## src/rtl/serial_add_unit.sv

```systemverilog
// Bit-serial adder: a full-adder slice made of two half adders and an OR gate,
// fed LSB-first from operand shift registers, with a carry flip-flop closing the loop.

module serial_add_ha (
   input  logic x,
   input  logic y,
   output logic s,
   output logic co
);
   assign s  = x ^ y;
   assign co = x & y;
endmodule

// state | meaning
// IDLE  | waiting for an operand pair; in_ready high
// ADD   | one bit per cycle, LSB first, WIDTH cycles
// DONE  | result presented; held until out_ready
module serial_add_unit #(
   parameter int WIDTH = 8
) (
   input  logic             clk,
   input  logic             rst_n,
   input  logic             in_valid,
   output logic             in_ready,
   input  logic [WIDTH-1:0] a,
   input  logic [WIDTH-1:0] b,
   output logic             out_valid,
   input  logic             out_ready,
   output logic [WIDTH-1:0] sum,
   output logic             carry_out,
   output logic             busy
);
   localparam int CW = $clog2(WIDTH) + 1;

   typedef enum logic [1:0] {
      IDLE = 2'd0,
      ADD  = 2'd1,
      DONE = 2'd2
   } state_t;

   state_t state, state_nxt;

   logic [WIDTH-1:0] a_sr, b_sr, sum_sr, sum_nxt, sum_q;
   logic [CW-1:0]    cnt;
   logic             c, cout_q;
   logic             s1, c1, s2, c2, c_nxt;
   logic             last;

   serial_add_ha u_ha1 (.x(a_sr[0]), .y(b_sr[0]), .s(s1), .co(c1));
   serial_add_ha u_ha2 (.x(s1),      .y(c),       .s(s2), .co(c2));

   assign c_nxt = c1 | c2;
   assign last  = (cnt == CW'(WIDTH - 1));

   // The new sum bit enters at the MSB so that after WIDTH shifts bit 0 is the first one produced.
   generate
      if (WIDTH == 1) begin : g_sum_w1
         assign sum_nxt = s2;
      end else begin : g_sum_wn
         assign sum_nxt = {s2, sum_sr[WIDTH-1:1]};
      end
   endgenerate

   always_ff @(posedge clk or negedge rst_n) begin
      if (!rst_n) state <= IDLE;
      else        state <= state_nxt;
   end

   always_comb begin
      state_nxt = state;
      case (state)
         IDLE:    if (in_valid)  state_nxt = ADD;
         ADD:     if (last)      state_nxt = DONE;
         DONE:    if (out_ready) state_nxt = IDLE;
         default:                state_nxt = IDLE;
      endcase
   end

   always_ff @(posedge clk or negedge rst_n) begin
      if (!rst_n) begin
         a_sr   <= '0;
         b_sr   <= '0;
         sum_sr <= '0;
         c      <= 1'b0;
         cnt    <= '0;
         sum_q  <= '0;
         cout_q <= 1'b0;
      end else begin
         case (state)
            IDLE: begin
               if (in_valid) begin
                  a_sr   <= a;
                  b_sr   <= b;
                  sum_sr <= '0;
                  c      <= 1'b0;
                  cnt    <= '0;
               end
            end
            ADD: begin
               a_sr   <= a_sr >> 1;
               b_sr   <= b_sr >> 1;
               sum_sr <= sum_nxt;
               c      <= c_nxt;
               cnt    <= cnt + CW'(1);
               if (last) begin
                  sum_q  <= sum_nxt;
                  cout_q <= c_nxt;
               end
            end
            default: ;
         endcase
      end
   end

   assign in_ready  = (state == IDLE);
   assign out_valid = (state == DONE);
   assign busy      = (state != IDLE);
   assign sum       = sum_q;
   assign carry_out = cout_q;

endmodule
```

## config.mk

```make
export PLATFORM = sky130hd
export DESIGN_NAME = serial_add_unit
export DESIGN_NICKNAME = d
export VERILOG_FILES = /design/src/rtl/serial_add_unit.sv
export SDC_FILE = /design/constraint.sdc
export NUM_CORES = 1
export LEC_CHECK = 0
export CAP_MARGIN = 20
export CORE_MARGIN = 2
export CORE_UTILIZATION = 54
export CTS_CLUSTER_DIAMETER = 120
export DETAILED_ROUTE_END_ITERATION = 10
export PLACE_DENSITY = 0.83
export REMOVE_ABC_BUFFERS = 1
export SYNTH_ARGS = -nofsm -noshare
export SYNTH_HDL_FRONTEND = slang
export SYNTH_HIERARCHICAL = 1
export SYNTH_SLANG_ARGS = --single-unit
```

## constraint.sdc

```tcl
create_clock -name clk -period 4.15 [get_ports clk]
set_input_delay 0.415 -clock clk [delete_from_list [all_inputs] [get_ports clk]]
set_output_delay 0.415 -clock clk [all_outputs]
set_load 0.02 [all_outputs]
```

# Yosys cells after proc, flatten, opt, wreduce, memory -nomap -nowiden
# Index checks and enable logic that the tools add are counted.
[word_totals]
register_bits = 40
inputBits = 20
output_inout_bits = 12
word_cells = 40
[classes]
n_addsub = 1
n_eq_ne = 6
muxes = 14
bitwise_logic = 5
reduce_logical = 6
[ops]
columns = ["op", "count"]
rows = [
  ["case mux 8 bit (2 select lines)", 3],
  ["2-to-1 mux 8 bit", 3],
  ["case mux 4 bit (2 select lines)", 1],
  ["2-to-1 mux 2 bit", 3],
  ["case mux 2 bit (3 select lines)", 1],
  ["adder 4 x 1 -> 4 bit, second input constant", 1],
  ["== test 4 x 3 -> 1 bit, second input constant", 1],
  ["2-to-1 mux 4 bit", 1],
  ["!= test 2 bit, second input constant", 2],
  ["AND reduction 2 bit", 2],
  ["nonzero test 2 bit", 2],
  ["AND reduction 3 bit", 1],
  ["AND 1 bit", 2],
  ["== test 2 x 1 -> 1 bit, second input constant", 1],
  ["== test 2 bit, second input constant", 1],
  ["zero test 2 bit", 1],
  ["!= test 2 x 1 -> 1 bit, second input constant", 1],
  ["case mux 1 bit (2 select lines)", 1],
  ["XOR 1 bit", 2],
  ["2-to-1 mux 1 bit", 1],
  ["bitwise OR 1 bit", 1],
]

# Logic depth before layout (Yosys ltp)
# Gate-level depths: netlist of the first run.
[depth]
depth_word = 4
ltp_mapped = 4
depth_no_buf = 4

# By module
# Netlist of the first run, hierarchy kept.
[by_module_without_submodules]
columns = ["mod", "n_inst", "cells_per_inst", "area_each_um2", "seq_area_each_um2"]
rows = [
  ["serial_add_unit", 1, 139, 1614.0, 975.9],
  ["serial_add_ha", 2, 1, 12.5, 0.0],
]

# Worst setup path after synthesis of the first run
# OpenSTA, ideal clock, no wires.
[synth_timing]
path_kind = "register to output"
startpoint = "reg state[0]"
endpoint = "out busy"
arrival_ps = 1189
t_required_ps = 3735
slack_ps = 2546
stages_incl_launch_ff = 4
path_buffers = 1
path_cell_list = "dfrtp_1 > clkbuf_1 > nor2_1 > inv_1"
[synth_via]
elab_chain_len = 1
[synth_lines]
columns = ["item", "line", "rtl"]
rows = [
  ["start: declaration", "41", "state_t state, state_nxt;"],
  ["start signal: assignment", "66", "else state <= state_nxt;"],
  ["nonzero test 2 bit", "117", "assign busy = (state != IDLE);"],
  ["end: declaration", "31", "output logic busy"],
]
# Every way passes these cells.

# Worst setup path after layout of the first run
# Ends and elaborated chain as after synthesis.

==> results.md, run 1 <==
- Skew-Pair Late Insertion Delay: 0.35 ns
- N_diodes: 0
- R2R depth: 3
- Synth async-reset ratio: 100%
- Router iterations before antenna repair: 4
- Die width: 59.1 um
- Htree depth: 2
- Worst IR Drop VDD: 0.000369 V
- Crit Path Class: reg2out
- CTS tree: yes
- Gr usage total: 20.6%
- Setup TNS: 0 ns
- Period Utilization, post-route: 59.4%
- Grt ovf: 0
- Mapped cell area: 1640 um^2
- Post-Syn Area per Cell: 11.6 um^2
- Post-synthesis cell count: 141
- Setup-failing EPs final: 0
- EDFF count, synth: 0
- Fin. Hold Viols: 0
- Reg2Reg Setup Slack: 2.15 ns
- Worst setup margin: 1.68 ns
- Clk buf depth: 2
- Setup repair bufs after CTS: 0
- Pre-CTS WS: 1.95 ns
- Synth top area cells: dfrtp_1 (60%), a22oi_1 (6.9%), mux2_2 (6.2%)
- Synth top area share: 59.5%
- 1st-iter DRT viols: 50
- Slew of the pin with the lowest slew margin: 0.980 ns
- CP Launch Type: flop
- Final HPWL DP: 2110 um
- Core area: 2830 um^2
- DR vias: 1,193
- HP Class: in2async
- Hold WS: 0.160 ns
- Main synth FF type: dfrtp_1
- Maximum Capacitance Violations: 0
- Layout cell share with drive strength beyond 1: 12.1%
- Synth cell count leaders: dfrtp_1 (39), nand2_1 (19), o21ai_0 (17), a22oi_1 (15)
- Wirelength, routed: 3140 um
- CP Cell Sequence: nor2_1 -> inv_1 -> clkdlybuf4s50_1
- CP Capture Type: output pin
- Unrepaired setup endpoints after global routing: no
- Antenna-violating nets left: 0
- Worst EP arrival: 2.05 ns
- Final-report max-slew violation count: 0
- CP max-delay cell: dfrtp_1
- Vias in the first global route: 1,136
- Status: finished clean
- CTS root buf: clkbuf_4
- Wirelength per Cell: 15.4 um
- Rel. slew slack: 34.6%
- Most common cell in the synthesized netlist: dfrtp_1
- Worst path max stage delay: 0.84 ns
- Yosys reg bits: 39
- Rows: 19
- LEAKAGE: 0.000919 uW
- Clock period minus worst slack: 2.47 ns
- Largest net degree at the start of global routing: 40
- Skew final: 0.0124 ns
- # hold bufs at CTS: 0
- Io pins: 32
- Initial core utilization: 57.9%
- Port bufs: 31
- Total CTS buffers: 5
- PwrDens: 705 nW/um^2
- Antenna violations before repair: 0
- First-pass GRT wire length: 5260 um
- PostCTS Resize Cnt: 0
- Worst-path clk slew: 0.11 ns
- Dominant cell type by area after synthesis: dfrtp_1
- DRC: 0
- Fmax: 0.405 GHz
- Yosys cell types: 23
- Vias/cell: 5.85
- Worst Setup SP: state[0]
- Die area: 3490 um^2
- Clock Sinks: 39
- Nets: 195
- Register area share after synthesis: 59.5%
- Ys Warns: 6
- Layout area overhead: 26.2%
- GP Congestion: 0.747
- Crit path capture: busy
- Worst r2r src: state[0]
- CP max FO: 24
- Worst R2R End: b_sr[0]
- Die Y: 59.1 um
- Worst Path Required: 3.73 ns
-- stage by stage --
| stage | area, um^2 | cells | total power, uW | util [%] |
|---|---|---|---|---|
| finish | 2070 | 204 | 1460 | 73.1 |
| global route | 2070 | 204 | 1560 | 73.1 |
| CTS | 2050 | 203 | 1450 | 72.6 |
| detailed placement | 1950 | 195 | 1150 | 69.0 |
| global placement | 1950 | 195 | 1110 | 69.0 |
| floorplan | 1610 | 133 | 944 | - |
-- metal layers --
layer  up-vias  GRT usage, %  routed length, um
li1        571             -                  -
met1       596          28.4               1370
met2        21          30.3               1580
met3         5          7.64                146
met4         0          6.82                 42
met5         -             0                  0
-- flip-flops by register name (all words and copies together), names as in the netlist --
signal	cells
a_sr	8
b_sr	8
sum	8
sum_sr	7
cnt	4
state	2
c	1
carry_out	1
-- layout make-up --
type / instances / area [um^2]
clock buffer: 6 / 41.3
multi-input combinational: 90 / 617
sequential: 39 / 976
tap: 31 / 38.8
inverter: 4 / 15.0
timing repair buffer: 32 / 320
fill: 196 / 761
clock inverter: 2 / 60.1
-- worst min path at each step --
stage / cells after the start / startpoint / endpoint
2_1_floorplan: 0 / rst_n / a_sr[0]
3_3_place_gp: 2 / b_sr[3] / b_sr[3]
3_5_place_dp: 2 / a_sr[3] / a_sr[3]
4_1_cts: 1 / rst_n / state[1]
5_1_grt: 1 / rst_n / state[1]
6_report: 1 / rst_n / a_sr[7]
-- placed cells by master (no fill, tap or decap), drive strengths merged --
cell and n:
mux2 9, dfrtp 39, a22oi 15, inv 4, nand2b 1, bufinv 2
clkbuf 6, a21o 1, a2bb2oi 1, ha 3, buf 2, o31ai 1
and2 1, o21ai 17, mux2i 1, a21oi 1, clkdlybuf4s50 30, a32o 1
nor2 4, a22o 9, o21bai 1, nor2b 3, nand2 19, nand3 1
nor3 1
-- power by group --
part	leakage, uW	internal, uW	switching, uW
clock	0.0000525	188	122
combinational	0.000357	260	233
sequential	0.000510	528	127
total	0.000919	976	482
-- worst max-delay path: cells and delay by family, from the launching register on --
family	cells	cell delay, ns
flops	1	0.84
simple gates	1	0.17
buf+inv	2	0.70
-- logic make-up after synthesis --
group,share of synthesized area (%)
AOI/OAI and AO/OA,19.9
DFF,59.5
and+or+nand+nor,8.63
buffers and inverters,2.82
muxes,6.79
adders and majority gates,2.29
Note: power is estimated with default switching activity, not from simulation.
==> run 2, diff against run 1 <==
- CORE_UTILIZATION: 54 -> 45
- PLACE_DENSITY: 0.83 -> 0.74
- clock period: 4.15 -> 1.99 ns (I/O delays scaled with it)
==> run 2 against run 1 <==
Against the previous run:
- total power up 110%
- hold slack better by 0.28 ns
- final area up 4.9%
- global-route usage down 1.8 points
- worst setup slack worse by 1.6 ns
- critical endpoint is now out_valid
- largest power group unchanged
==> results.md, run 2 (synthesis results as in run 1) <==
- Worst-path clk slew: 0.11 ns
- Rows: 21
- DRC: 0
- Final-report max-slew violation count: 0
- CP Capture Type: output pin
- CP max FO: 14
- Worst Path Required: 1.79 ns
- N_diodes: 0
- Layout cell share with drive strength beyond 1: 17.9%
- Router iterations before antenna repair: 4
- HP Class: in2reg
- Status: finished clean
- Grt ovf: 0
- Vias in the first global route: 1,316
- Worst IR Drop VDD: 0.000659 V
- Worst Setup SP: state[1]
- Reg2Reg Setup Slack: 0.39 ns
- CTS tree: yes
- CP Cell Sequence: nor2b_1 -> clkdlybuf4s50_1
- Sequential Area: 978 um^2
- CP Launch Type: flop
- Leading cell types in the layout, fill and taps excluded: dfrtp_1 (37), clkdlybuf4s50_1 (29), nand2_1 (19)
- Antenna violations before repair: 0
- PwrDens: 1430 nW/um^2
- Crit-path leading delay family: buffers and inverters
- CTS root buf: clkbuf_4
- Die Y: 64.4 um
- Io pins: 32
- Crit Path Class: reg2out
- Fillcell total: 291
- Multi-input gate area: 617 um^2
- Skew final: 0.0100 ns
- WP buf/inv: 1
- Setup TNS: 0 ns
- Slew of the pin with the lowest slew margin: 0.849 ns
- Clock Sinks: 39
- Hold WS: 0.442 ns
- Final HPWL DP: 2360 um
- Layout area overhead: 32.4%
- GP Congestion: 0.699
- Unrepaired setup endpoints after global routing: no
- LEAKAGE: 0.000987 uW
- Fmax: 0.517 GHz
- Nets: 206
- Wirelength, routed: 3460 um
- Maximum Capacitance Violations: 0
- Initial core utilization: 48.0%
- Rel. slew slack: 43.4%
- Vias/cell: 5.26
- Wirelength per Cell: 15.0 um
- Skew-Pair Late Insertion Delay: 0.34 ns
- Clk buf depth: 2
- Worst EP arrival: 1.74 ns
- Worst path max stage delay: 0.64 ns
- First-pass GRT wire length: 5950 um
- Period Utilization, post-route: 97.3%
- Fin. Hold Viols: 0
- Die width: 64.4 um
- Setup-failing EPs final: 0
- Clock period minus worst slack: 1.94 ns
- CP max-delay cell: clkdlybuf4s50_1
- Port bufs: 31
- Worst r2r src: state[0]
- Core area: 3420 um^2
- Antenna-violating nets left: 0
- Htree depth: 2
- Largest net degree at the start of global routing: 40
- DR vias: 1,210
- Gr usage total: 18.8%
- 1st-iter DRT viols: 36
- HP Start: out_ready
- Total CTS buffers: 5
- Most common cell after layout, fill and taps aside: dfrtp_1
- Die area: 4140 um^2
[run 2: cell types whose count changed in the layout (fill, tap and decap cells not counted)]
cell / change
buf_8: -1
dfrtp_1: -2
dfrtp_2: +2
buf_4: +11
dlygate4sd3_1: +1
dlymetal6s2s_1: +1
clkdlybuf4s50_1: -1
[run 2: cell type report]
type | instances | area share, %
flip-flops and latches | 39 | 45.1
clock inverters | 2 | 2.77
clock buffers | 6 | 1.90
inverters | 4 | 0.692
repair buffers | 43 | 18.5
well taps | 46 | 2.65
multi-input cells | 90 | 28.4
[run 2: metal layers]
metal  share of wire, %  vias up  track usage, %
li1                   -      585               -
met1                 44      593            22.9
met2                 50       27            32.9
met3                4.6        5            3.87
met4                1.2        0            6.38
met5                  0        -               0
[run 2: per-stage QoR]
| step | setup slack, ns | cell area [um^2] | instances | total power, uW | utilization (%) |
|---|---|---|---|---|---|
| floorplan | 0.294 | 1610 | 133 | 1970 | - |
| global placement | 0.349 | 2040 | 219 | 2400 | 59.7 |
| detailed placement | 0.295 | 2040 | 219 | 2460 | 59.7 |
| CTS | 0.0325 | 2150 | 228 | 3110 | 63.0 |
| global route | 0.00822 | 2170 | 230 | 3310 | 63.5 |
| finish | 0.0541 | 2170 | 230 | 3110 | 63.5 |
[run 2: power breakdown]
part,leakage (uW),internal (uW),switching [uW]
registers,0.000508,1100,228
logic,0.000427,589,536
clock network,0.0000525,392,262
total,0.000987,2080,1030
[run 2: path summary, 6_finish.rpt]
path                       depth (start not counted)        end
max                                                2  out_valid
min                                                3   state[1]
max reg2reg                                        3  sum_sr[6]
min reg2reg                                        2    a_sr[1]
max in group asynchronous                          2   state[0]
min in group asynchronous                          2     sum[0]
[run 2: worst register-to-register path, cell delays in order (launching register included)]
cell and delay [ns]:
dfrtp_2 0.51, buf_4 0.21, nor2b_1 0.58, a22o_1 0.24
[run 2: timing repair]
action                                 CTS  global route
setup buffers                            0             2
endpoints found under the hold margin   39             0
hold buffers                             1             0
gates resized for setup                  1             2
setup endpoints to repair                3             3
